$ cat config.mk
export PLATFORM = sky130hd
export DESIGN_NAME = pipe_stage_elastic_flat
export DESIGN_NICKNAME = d
export VERILOG_FILES = /design/src/rtl/pipe_stage_elastic_pkg.sv /design/src/rtl/pipe_stage_elastic_if.sv /design/src/rtl/pipe_stage_elastic_sat_counter.sv /design/src/rtl/pipe_stage_elastic.sv /design/src/flat_wrapper.sv
export SDC_FILE = /design/constraint.sdc
export NUM_CORES = 1
export LEC_CHECK = 0
export CAP_MARGIN = 15
export CORE_ASPECT_RATIO = 1.1
export CORE_MARGIN = 2
export CORE_UTILIZATION = 30
export DETAILED_ROUTE_END_ITERATION = 12
export GPL_TIMING_DRIVEN = 0
export PLACE_DENSITY_LB_ADDON = 0.08
export SLEW_MARGIN = 20
export SYNTH_ARGS = -nofsm -noshare
export SYNTH_HDL_FRONTEND = slang
export SYNTH_SLANG_ARGS = --single-unit
$ cat constraint.sdc
create_clock -name clock -period 2.3 [get_ports clock]
set_input_delay 0.23 -clock clock [delete_from_list [all_inputs] [get_ports clock]]
set_output_delay 0.23 -clock clock [all_outputs]
set_load 0.1 [all_outputs]
$ cat src/rtl/pipe_stage_elastic_pkg.sv
// Shared types and constants for the elastic pipeline stage.
// The stage FSM tracks how many of its two entries are valid.
package pipe_pkg;

  typedef enum logic [1:0] {
    EMPTY = 2'd0,
    ONE   = 2'd1,
    TWO   = 2'd2
  } stage_state_t;

  localparam int OCC_W = 2;

  // Each control bit of a bubble is driven to this value (NOP encoding).
  localparam logic BUBBLE_BIT = 1'b0;

  function automatic logic [OCC_W-1:0] occ_of(input stage_state_t s);
    case (s)
      EMPTY:   return 2'd0;
      ONE:     return 2'd1;
      TWO:     return 2'd2;
      default: return 2'd0;
    endcase
  endfunction

endpackage

$ cat src/rtl/pipe_stage_elastic_if.sv
// Handshake, payload and status bundle of one elastic stage.
// The master side is the environment; the slave side is the stage.
interface pipe_stage_elastic_if
  import pipe_pkg::*;
#(
  parameter int CTRL_W = 8,
  parameter int DATA_W = 128,
  parameter int CNT_W  = 16
) ();

  logic              flush;
  logic              in_valid;
  logic              in_ready;
  logic [CTRL_W-1:0] in_ctrl;
  logic [DATA_W-1:0] in_data;
  logic              out_valid;
  logic              out_ready;
  logic [CTRL_W-1:0] out_ctrl;
  logic [DATA_W-1:0] out_data;
  logic [OCC_W-1:0]  occupancy;
  logic [CNT_W-1:0]  stall_cnt;

  modport master (
    output flush, in_valid, in_ctrl, in_data, out_ready,
    input  in_ready, out_valid, out_ctrl, out_data, occupancy, stall_cnt
  );

  modport slave (
    input  flush, in_valid, in_ctrl, in_data, out_ready,
    output in_ready, out_valid, out_ctrl, out_data, occupancy, stall_cnt
  );

endinterface

$ cat src/rtl/pipe_stage_elastic_sat_counter.sv
// Up-counter that sticks at all ones instead of wrapping.
module sat_counter #(
  parameter int W = 16
) (
  input  logic         clock,
  input  logic         reset_n,
  input  logic         en,
  output logic [W-1:0] count
);

  logic [W-1:0] count_r;

  // Count enabled cycles until the counter is full.
  always_ff @(posedge clock or negedge reset_n) begin
    if (!reset_n) begin
      count_r <= {W{1'b0}};
    end else if (en && (count_r != {W{1'b1}})) begin
      count_r <= count_r + {{(W-1){1'b0}}, 1'b1};
    end else begin
      count_r <= count_r;
    end
  end

  assign count = count_r;

endmodule

$ cat src/rtl/pipe_stage_elastic.sv
// Elastic pipeline stage: main + skid entry, registered ready and outputs,
// flush with bubble insertion and a saturating upstream stall counter.
module pipe_stage_elastic
  import pipe_pkg::*;
#(
  parameter int                CTRL_W      = 8,
  parameter int                DATA_W      = 128,
  parameter logic [CTRL_W-1:0] BUBBLE_CTRL = {CTRL_W{BUBBLE_BIT}},
  parameter int                CNT_W       = 16
) (
  input  logic                clock,
  input  logic                reset_n,
  pipe_stage_elastic_if.slave bus
);

  stage_state_t      state_r, state_s;
  logic [CTRL_W-1:0] main_ctrl_r, main_ctrl_s, skid_ctrl_r, skid_ctrl_s;
  logic [DATA_W-1:0] main_data_r, main_data_s, skid_data_r, skid_data_s;
  logic [CTRL_W-1:0] out_ctrl_r, out_ctrl_s;
  logic              in_ready_r, out_valid_r;
  logic [OCC_W-1:0]  occ_r;
  logic [CNT_W-1:0]  stall_cnt_s;
  logic              in_fire_s, out_fire_s;

  assign in_fire_s  = bus.in_valid & in_ready_r;
  assign out_fire_s = out_valid_r & bus.out_ready;

  // Next state and entry updates; flush overrides any handshake.
  always_comb begin
    state_s     = state_r;
    main_ctrl_s = main_ctrl_r;
    main_data_s = main_data_r;
    skid_ctrl_s = skid_ctrl_r;
    skid_data_s = skid_data_r;
    if (bus.flush) begin
      state_s = EMPTY;
    end else begin
      case (state_r)
        EMPTY: begin
          if (in_fire_s) begin
            state_s     = ONE;
            main_ctrl_s = bus.in_ctrl;
            main_data_s = bus.in_data;
          end else begin
            state_s = EMPTY;
          end
        end
        ONE: begin
          if (in_fire_s && !out_fire_s) begin
            state_s     = TWO;
            skid_ctrl_s = bus.in_ctrl;
            skid_data_s = bus.in_data;
          end else if (in_fire_s) begin
            state_s     = ONE;
            main_ctrl_s = bus.in_ctrl;
            main_data_s = bus.in_data;
          end else if (out_fire_s) begin
            state_s = EMPTY;
          end else begin
            state_s = ONE;
          end
        end
        TWO: begin
          if (out_fire_s) begin
            state_s     = ONE;
            main_ctrl_s = skid_ctrl_r;
            main_data_s = skid_data_r;
          end else begin
            state_s = TWO;
          end
        end
        default: begin
          state_s = EMPTY;
        end
      endcase
    end
    out_ctrl_s = (state_s != EMPTY) ? main_ctrl_s : BUBBLE_CTRL;
  end

  // State, entries and all outward-facing flags are registered here.
  always_ff @(posedge clock or negedge reset_n) begin
    if (!reset_n) begin
      state_r     <= EMPTY;
      main_ctrl_r <= {CTRL_W{1'b0}};
      main_data_r <= {DATA_W{1'b0}};
      skid_ctrl_r <= {CTRL_W{1'b0}};
      skid_data_r <= {DATA_W{1'b0}};
      out_ctrl_r  <= BUBBLE_CTRL;
      in_ready_r  <= 1'b0;
      out_valid_r <= 1'b0;
      occ_r       <= {OCC_W{1'b0}};
    end else begin
      state_r     <= state_s;
      main_ctrl_r <= main_ctrl_s;
      main_data_r <= main_data_s;
      skid_ctrl_r <= skid_ctrl_s;
      skid_data_r <= skid_data_s;
      out_ctrl_r  <= out_ctrl_s;
      in_ready_r  <= (state_s != TWO);
      out_valid_r <= (state_s != EMPTY);
      occ_r       <= occ_of(state_s);
    end
  end

  sat_counter #(.W(CNT_W)) u_stall_cnt (
    .clock   (clock),
    .reset_n (reset_n),
    .en      (bus.in_valid & ~in_ready_r),
    .count   (stall_cnt_s)
  );

  assign bus.in_ready  = in_ready_r;
  assign bus.out_valid = out_valid_r;
  assign bus.out_ctrl  = out_ctrl_r;
  assign bus.out_data  = main_data_r;
  assign bus.occupancy = occ_r;
  assign bus.stall_cnt = stall_cnt_s;

endmodule
$ cat src/flat_wrapper.sv
// flat-port wrapper written by rule: the top's interface ports become plain ports
module pipe_stage_elastic_flat import pipe_pkg::*;
#(
  parameter int                CTRL_W      = 8,
  parameter int                DATA_W      = 128,
  parameter logic [CTRL_W-1:0] BUBBLE_CTRL = {CTRL_W{BUBBLE_BIT}},
  parameter int                CNT_W       = 16
)
  (clock, reset_n, bus_flush, bus_in_valid, bus_in_ctrl, bus_in_data, bus_out_ready, bus_in_ready, bus_out_valid, bus_out_ctrl, bus_out_data, bus_occupancy, bus_stall_cnt);
  pipe_stage_elastic_if #(.CTRL_W(CTRL_W), .DATA_W(DATA_W), .CNT_W(CNT_W)) bus_i ();
  input  logic clock;
  input  logic reset_n;
  input wire logic [$bits(bus_i.flush)-1:0] bus_flush;
  input wire logic [$bits(bus_i.in_valid)-1:0] bus_in_valid;
  input wire logic [$bits(bus_i.in_ctrl)-1:0] bus_in_ctrl;
  input wire logic [$bits(bus_i.in_data)-1:0] bus_in_data;
  input wire logic [$bits(bus_i.out_ready)-1:0] bus_out_ready;
  output wire logic [$bits(bus_i.in_ready)-1:0] bus_in_ready;
  output wire logic [$bits(bus_i.out_valid)-1:0] bus_out_valid;
  output wire logic [$bits(bus_i.out_ctrl)-1:0] bus_out_ctrl;
  output wire logic [$bits(bus_i.out_data)-1:0] bus_out_data;
  output wire logic [$bits(bus_i.occupancy)-1:0] bus_occupancy;
  output wire logic [$bits(bus_i.stall_cnt)-1:0] bus_stall_cnt;
  assign bus_i.flush = bus_flush;
  assign bus_i.in_valid = bus_in_valid;
  assign bus_i.in_ctrl = bus_in_ctrl;
  assign bus_i.in_data = bus_in_data;
  assign bus_i.out_ready = bus_out_ready;
  assign bus_in_ready = bus_i.in_ready;
  assign bus_out_valid = bus_i.out_valid;
  assign bus_out_ctrl = bus_i.out_ctrl;
  assign bus_out_data = bus_i.out_data;
  assign bus_occupancy = bus_i.occupancy;
  assign bus_stall_cnt = bus_i.stall_cnt;
  pipe_stage_elastic #(.CTRL_W(CTRL_W), .DATA_W(DATA_W), .BUBBLE_CTRL(BUBBLE_CTRL), .CNT_W(CNT_W)) u_core (.clock(clock), .reset_n(reset_n), .bus(bus_i));
endmodule
Yosys cells after proc, flatten, opt, wreduce, memory -nomap -nowiden

Cells that the tools add are included.

Register bits after elaboration: 302
Output and inout port bits: 156

Add/subtract/negate cells: 1
Equal/unequal tests: 8
Muxes and demuxes: 18
Bitwise logic cells: 5
Reductions and logical operators: 8

Operator list:

| kind                    | number |
|---|---|
| $mux W128               | 3 |
| $pmux W128 S3           | 1 |
| $mux W8                 | 5 |
| $pmux W8 S3             | 1 |
| $add A16 B1 Y16 const B | 1 |
| $ne A16 B16 Y1 const B  | 1 |
| $mux W2                 | 4 |
| $pmux W2 S3             | 1 |
| $eq A2 B1 Y1 const B    | 2 |
| $eq A2 B2 Y1 const B    | 2 |
| $ne A2 B2 Y1 const B    | 2 |
| $pmux W2 S2             | 1 |
| $reduce_and A4 Y1       | 1 |
| $and A1 B1 Y1           | 3 |
| $reduce_and A3 Y1       | 1 |
| $reduce_bool A3 Y1      | 1 |
| $logic_and A1 B1 Y1     | 2 |
| $logic_not A2 Y1        | 1 |
| $mux W1                 | 2 |
| $ne A2 B1 Y1 const B    | 1 |
| $not A1 Y1              | 2 |
| $reduce_bool A2 Y1      | 1 |
| $logic_not A1 Y1        | 1 |

Logic depth before layout (Yosys ltp)

Gate-level depths: netlist (run 1).

Word-level depth: 8
Gate-level depth with buffers: 10
Gate-level depth less buffers: 6

By module

Synthesis (run 1) repeated with hierarchy kept, for this count alone.

Cell total of the unflattened synthesis: 1144
Area total of the unflattened synthesis: 12852.3 µm²

By module, submodules not included:

| module             | instances | cells an instance | area an instance (µm²) | seq. area each (µm²) |
|---|---|---|---|---|
| pipe_stage_elastic | 1         | 1067              | 11967.7                | 7156.9 |
| sat_counter        | 1         | 77                | 884.6                  | 400.4 |

Least setup slack after synthesis (run 1)

Ideal clock, no wire load.

Path kind: register to register
Start: register u_core.in_ready_r, in the netlist u_core.bus.in_ready
End: register u_core.skid_data_r[100]
Library setup time: 125 ps
Arrival: 2812 ps
Slack: -637 ps
Stages on the path, launching flop included: 11
Path buffers: 5
Cell sequence: dfrtp_1 and2_1 clkbuf_1 ha_1 nand2_1 buf_2 nor3_1 buf_2 buf_6 buf_6 mux2_2

Word-level cells in the longest chain between the ends: 3

Ends and longest elaborated chain:

| element                     | RTL line                 | source |
|---|---|---|
| from (decl)                 | pipe_stage_elastic.sv:20 | `logic in_ready_r, out_valid_r;` |
| from (signal assigned)      | pipe_stage_elastic.sv:99 | `in_ready_r <= (state_s != TWO);` |
| $and A1 B1 Y1               | pipe_stage_elastic.sv:25 | `assign in_fire_s = bus.in_valid & in_ready_r;` |
| $logic_and A1 B1 Y1         | pipe_stage_elastic.sv:49 | `if (in_fire_s && !out_fire_s) begin` |
| $reduce_and A3 Y1 (no line) | --                       |  |
| to (signal assigned)        | pipe_stage_elastic.sv:87 | `skid_data_r <= {DATA_W{1'b0}};` |
| to (signal assigned)        | pipe_stage_elastic.sv:97 | `skid_data_r <= skid_data_s;` |
| to (decl)                   | pipe_stage_elastic.sv:18 | `logic [DATA_W-1:0] main_data_r, main_data_s, skid_data_r, skid_data_s;` |

Every way passes these cells.
A chain may end at the register's enable or synchronous reset.

Final worst setup path (run 1)

Start: register u_core.main_data_r[19], in the netlist u_core.bus.out_data[19]
End: output bus_out_data[19]

RTL lines:

| element                | RTL line                 | source |
|---|---|---|
| from (decl)            | pipe_stage_elastic.sv:18 |  |
| from (signal assigned) | pipe_stage_elastic.sv:85 | `main_data_r <= {DATA_W{1'b0}};` |
| from (signal assigned) | pipe_stage_elastic.sv:95 | `main_data_r <= main_data_s;` |
| to (decl)              | flat_wrapper.sv:21       | `output wire logic [$bits(bus_i.out_data)-1:0] bus_out_data;` |

No word-level cell between the ends.

==> results of run 1 <==
==> metrics by stage <==
| step | setup TNS (ns) | setup WS (ns) |
|---|---|---|
| 6_report | 0 | 0.0474 |
| 3_5_place_dp | -153.03 | -0.674 |
| 2_1_floorplan | 0 | 0.0115 |
| 5_1_grt | 0 | 0.000164 |
| 3_3_place_gp | -4182.49 | -15.64 |
| 4_1_cts | 0 | 0.000308 |
==> registers in the layout (all words and copies together) (netlist names) <==
register and cells:
u_core.bus.out_data 128, u_core.skid_data_r 128, u_core.u_stall_cnt.count 16, u_core.bus.out_ctrl 8
u_core.main_ctrl_r 8, u_core.skid_ctrl_r 8, u_core.bus.occupancy 2, u_core.state_r 2
u_core.bus.in_ready 1, u_core.bus.out_valid 1
==> cell type report <==
| type | count | area, um2 |
|---|---|---|
| multi-input cells | 637 | 4940 |
| repair buffers | 315 | 3190 |
| well taps | 567 | 709 |
| plain buffers | 80 | 582 |
| clock inverters | 4 | 23.8 |
| clock buffers | 62 | 1170 |
| inverters | 5 | 18.8 |
| fillers | 4079 | 24200 |
| flip-flops and latches | 302 | 7560 |
==> per-layer routing <==
layer  vias up  track usage [%]
li1       4419                -
met1      4706             21.8
met2       215             26.7
met3        49             5.47
met4         2             5.41
met5         -                0
==> power by group through the flow <==
stage	Clock (mW)	Combinational [mW]	Sequential (mW)
finish	5.74	7.47	7.56
global route	6.16	7.86	7.76
CTS	5.95	7.50	7.57
detailed placement	0	7.74	7.66
global placement	0	7.67	7.66
floorplan	0	1.75	11.4
==> cell usage after synthesis (2+ instances only) <==
| master | number | share of area, % |
|---|---|---|
| a21oi_1 | 2 | 0.078 |
| a2bb2oi_1 | 9 | 0.61 |
| a31oi_1 | 2 | 0.097 |
| a32oi_1 | 8 | 0.54 |
| and3_1 | 4 | 0.19 |
| and4b_1 | 2 | 0.16 |
| buf_2 | 29 | 1.1 |
| buf_4 | 3 | 0.17 |
| buf_6 | 10 | 0.87 |
| clkbuf_1 | 32 | 0.93 |
| clkbuf_2 | 5 | 0.19 |
| dfrtp_1 | 302 | 59 |
| ha_1 | 2 | 0.19 |
| inv_1 | 5 | 0.15 |
| mux2_2 | 139 | 12 |
| mux2i_1 | 128 | 9.9 |
| nand2_1 | 10 | 0.29 |
| nand2b_1 | 3 | 0.15 |
| nand3_1 | 5 | 0.19 |
| nand3b_1 | 2 | 0.12 |
| nand4_1 | 7 | 0.34 |
| nor2_1 | 14 | 0.41 |
| nor2b_1 | 11 | 0.53 |
| nor3_1 | 3 | 0.12 |
| o21ai_0 | 226 | 8.8 |
| o21ai_1 | 32 | 1.2 |
| o2bb2ai_1 | 8 | 0.54 |
| xnor2_1 | 7 | 0.47 |
| xor2_1 | 5 | 0.34 |
==> how the worst min path moves through the flow <==
stage / to / cells past startpoint
after floorplan: u_core.bus.occupancy[0]$_DFF_PN0_ / 0
after global placement: u_core.main_ctrl_r[6]$_DFF_PN0_ / 1
after detailed placement: u_core.u_stall_cnt.count[15]$_DFFE_PN0P_ / 1
after CTS: u_core.u_stall_cnt.count[15]$_DFFE_PN0P_ / 2
after global routing: u_core.u_stall_cnt.count[13]$_DFFE_PN0P_ / 2
final: u_core.u_stall_cnt.count[13]$_DFFE_PN0P_ / 2
==> repair_timing <==
action,CTS,global route
gates resized for setup,135,53
endpoints found under the hold margin,54,0
endpoints found under the setup margin,369,201
cloned,0,4
hold buffers,1,0
pin swaps,0,1
setup buffers,0,11
==> kinds of logic (layout without fill, tap and decap cells) <==
logic type               after synthesis  count (layout)
buffers and inverters                 85             466
flip-flops                           302             302
AO/OA/AOI/OAI                        288             288
multiplexers                         267             267
adder cells (fa/ha/maj)                2               2
AND/OR/NAND/NOR                       68              68
XOR/XNOR                              12              12
==> cells in the final DEF (no fill, tap or decap), types with 3 or more instances in the layout <==
master,synthesis,final
dfrtp_1,302,298
o21ai_0,226,226
clkdlybuf4s50_1,0,167
mux2_2,139,139
mux2i_1,128,128
dlygate4sd2_1,0,108
clkbuf_16,0,43
clkbuf_1,32,33
o21ai_1,32,32
dlymetal6s2s_1,0,20
buf_2,29,17
nor2_1,14,14
buf_4,3,12
buf_6,10,12
clkbuf_2,5,12
nor2b_1,11,11
clkbuf_8,0,11
nand2_1,10,9
a2bb2oi_1,9,9
buf_12,0,9
a32oi_1,8,8
o2bb2ai_1,8,8
nand4_1,7,7
xnor2_1,7,7
inv_1,5,5
clkbuf_4,0,5
nand3_1,5,5
xor2_1,5,5
and3_1,4,4
buf_8,0,3
nand2b_1,3,3
clkinv_2,0,3
buf_16,0,3
dfrtp_2,0,3
==> flow_summary_export.csv, run 1 <==
group,metric,value,unit
drt,drt-met1-wl,17000,um
pwr,ir_drop,0.682,mV
timing,max_slew.worst_pin.slew,1.11,ns
timing,finClkSkew,0.0168,ns
synth,ys_seq_area_share,58.5,%
finish,area_delta_synth_final,41.0,%
clock_network,cts.clk_slew.worst_paths,0.06,ns
drt,ant_nets,0,
timing,drv_slew,0,
pwr,power_frac_seq,36.4,%
synth,ys_async_sr_fraction,100,%
clock_network,ctsHtreeMaxLevel,2,
drt,vias,9391,
drt,drt-initial-drc-count,373,
global_route,grt_use_total,16.9,%
pwr,internal_power,12.4,mW
pwr,power,20.8,mW
die,core,0.0424,mm2
global_route,grt_pass1_vias,9802,
finish,final_cells,1972,
synth,synthMuxAreaShare,22.0,%
synth,ys.flop_type,"dfrtp_1",
finish,antenna_cells,0,
clock_network,clockBufferDepth,3,
timing,relSlewSlack,26.0,%
setup_path,cp_slowest_cell,"clkdlybuf4s50_1",
pwr,sw_frac_of_total,40.5,%
synth,yosysWarnings,0,
drt,route.met3.wl,2760,um
placed_design,portBuffers,296,
global_route,grt_antenna_before_repair,1,
setup_path,arrival,2.02,ns
setup_path,required,2.07,ns
setup_path,path_max_fanout,2,
timing,finalCritPeriodShare,97.9,%
synth,synth_area,0.0129,mm2
drt,top_layer,"met5",
setup_path,crit_path_end_kind,"output pin",
pwr,share_comb_of_total_power,36.0,%
setup_path,rr_startpoint,"u_core.bus.in_ready$_DFF_PN0_",
placed_design,dp.cells,1890,
synth,postSynthCellCount,1024,
synth,synth_nets,1167,
die,start_util,30.5,%
timing,hold_violations,0,
die,die_h,222,um
synth,synth-compound-area-share,12.0,%
finish,finalInstanceArea,0.0182,mm2
timing,setup_viol,0,
clock_network,insertion_delay,0.54,ns
finish,layout.nets,1521,
synth,synth_top_family_by_area,"multiplexers",
setup_path,crit_family,"buffers and inverters",
setup_path,reg2reg_slack,0.08,ns
clock_network,cts_sinks,302,
pwr,leakagePower,8.86,nW
clock_network,numCtsBuffers,37,
global_route,grt_overflow,0,
flow_run,maxCapViolations,0,
setup_path,crit_end,"bus_out_data[19]",
setup_path,crit_chain,"clkdlybuf4s50_1",
pwr,p_sw,8.41,mW
setup_path,cp_num_cells,1,
drt,routed_wl,38200,um
setup_path,path_class,"register to output pin",
drt,route.detailed.drc,0,
die,die_w,202,um
setup_path,cp-startpoint,"u_core.bus.out_data[19]$_DFFE_PN0P_",
timing,period_minus_slack,2.25,ns
die,die_area,0.0447,mm2
global_route,grt_max_degree,91,
setup_path,cp_slowest_stage_delay,1.13,ns
worst_hold_path,hold_path.class,"input port to asynchronous set/reset pin",
pwr,cellPowerDensity,1140,mW/mm2
timing,whs,0.183,ns
setup_path,reg2regPathDepth,11,
synth,yosys.area_share.adder,0.194,%
setup_path,reg2reg_to,"u_core.skid_data_r[86]$_DFFE_PN0P_",
synth,synth_edf_count,0,
clock_network,clockRootBuffer,"clkbuf_16",
drt,drt_first_pass_iters,4,
placed_design,placed_area,0.0167,mm2
finish,final_layout_size_suffix_gt1_share,20.0,%
outcome,status,"complete, no violations",
synth,syn_area_per_cell,12.6,um2
global_route,grt_first_pass_wirelength,58700,um
placed_design,place_congestion,0.742,
synth,ys_ff_latch,302,
synth,synth-simple-area-share,2.96,%
synth,netlist-cell-type-count,38,
setup_path,critPathBufInv,1,
finish,final_util,42.9,%
pwr,p_clk_share,27.6,%
synth,synthXorXnorAreaFrac,0.814,%
drt,viasPerCell,4.76,
timing,clock.fmax,444,MHz
die,pin_count,297,
timing,rsz0062_at_grt,"false",
drt,routed-wl-met2,17600,um
clock_network,cts_tree,"built",
setup_path,start_kind,"register",
die,rows,79,
drt,wl_per_cell,19.4,um
placed_design,dpl.hpwl,25900,um
Note: power is estimated with default switching activity, not from simulation.
==> run 2, diff against run 1 <==
CAP_MARGIN = unset   (was 15)
==> results of run 2 <==
No change in the layout: final DEF, timing and power equal those of run 1.
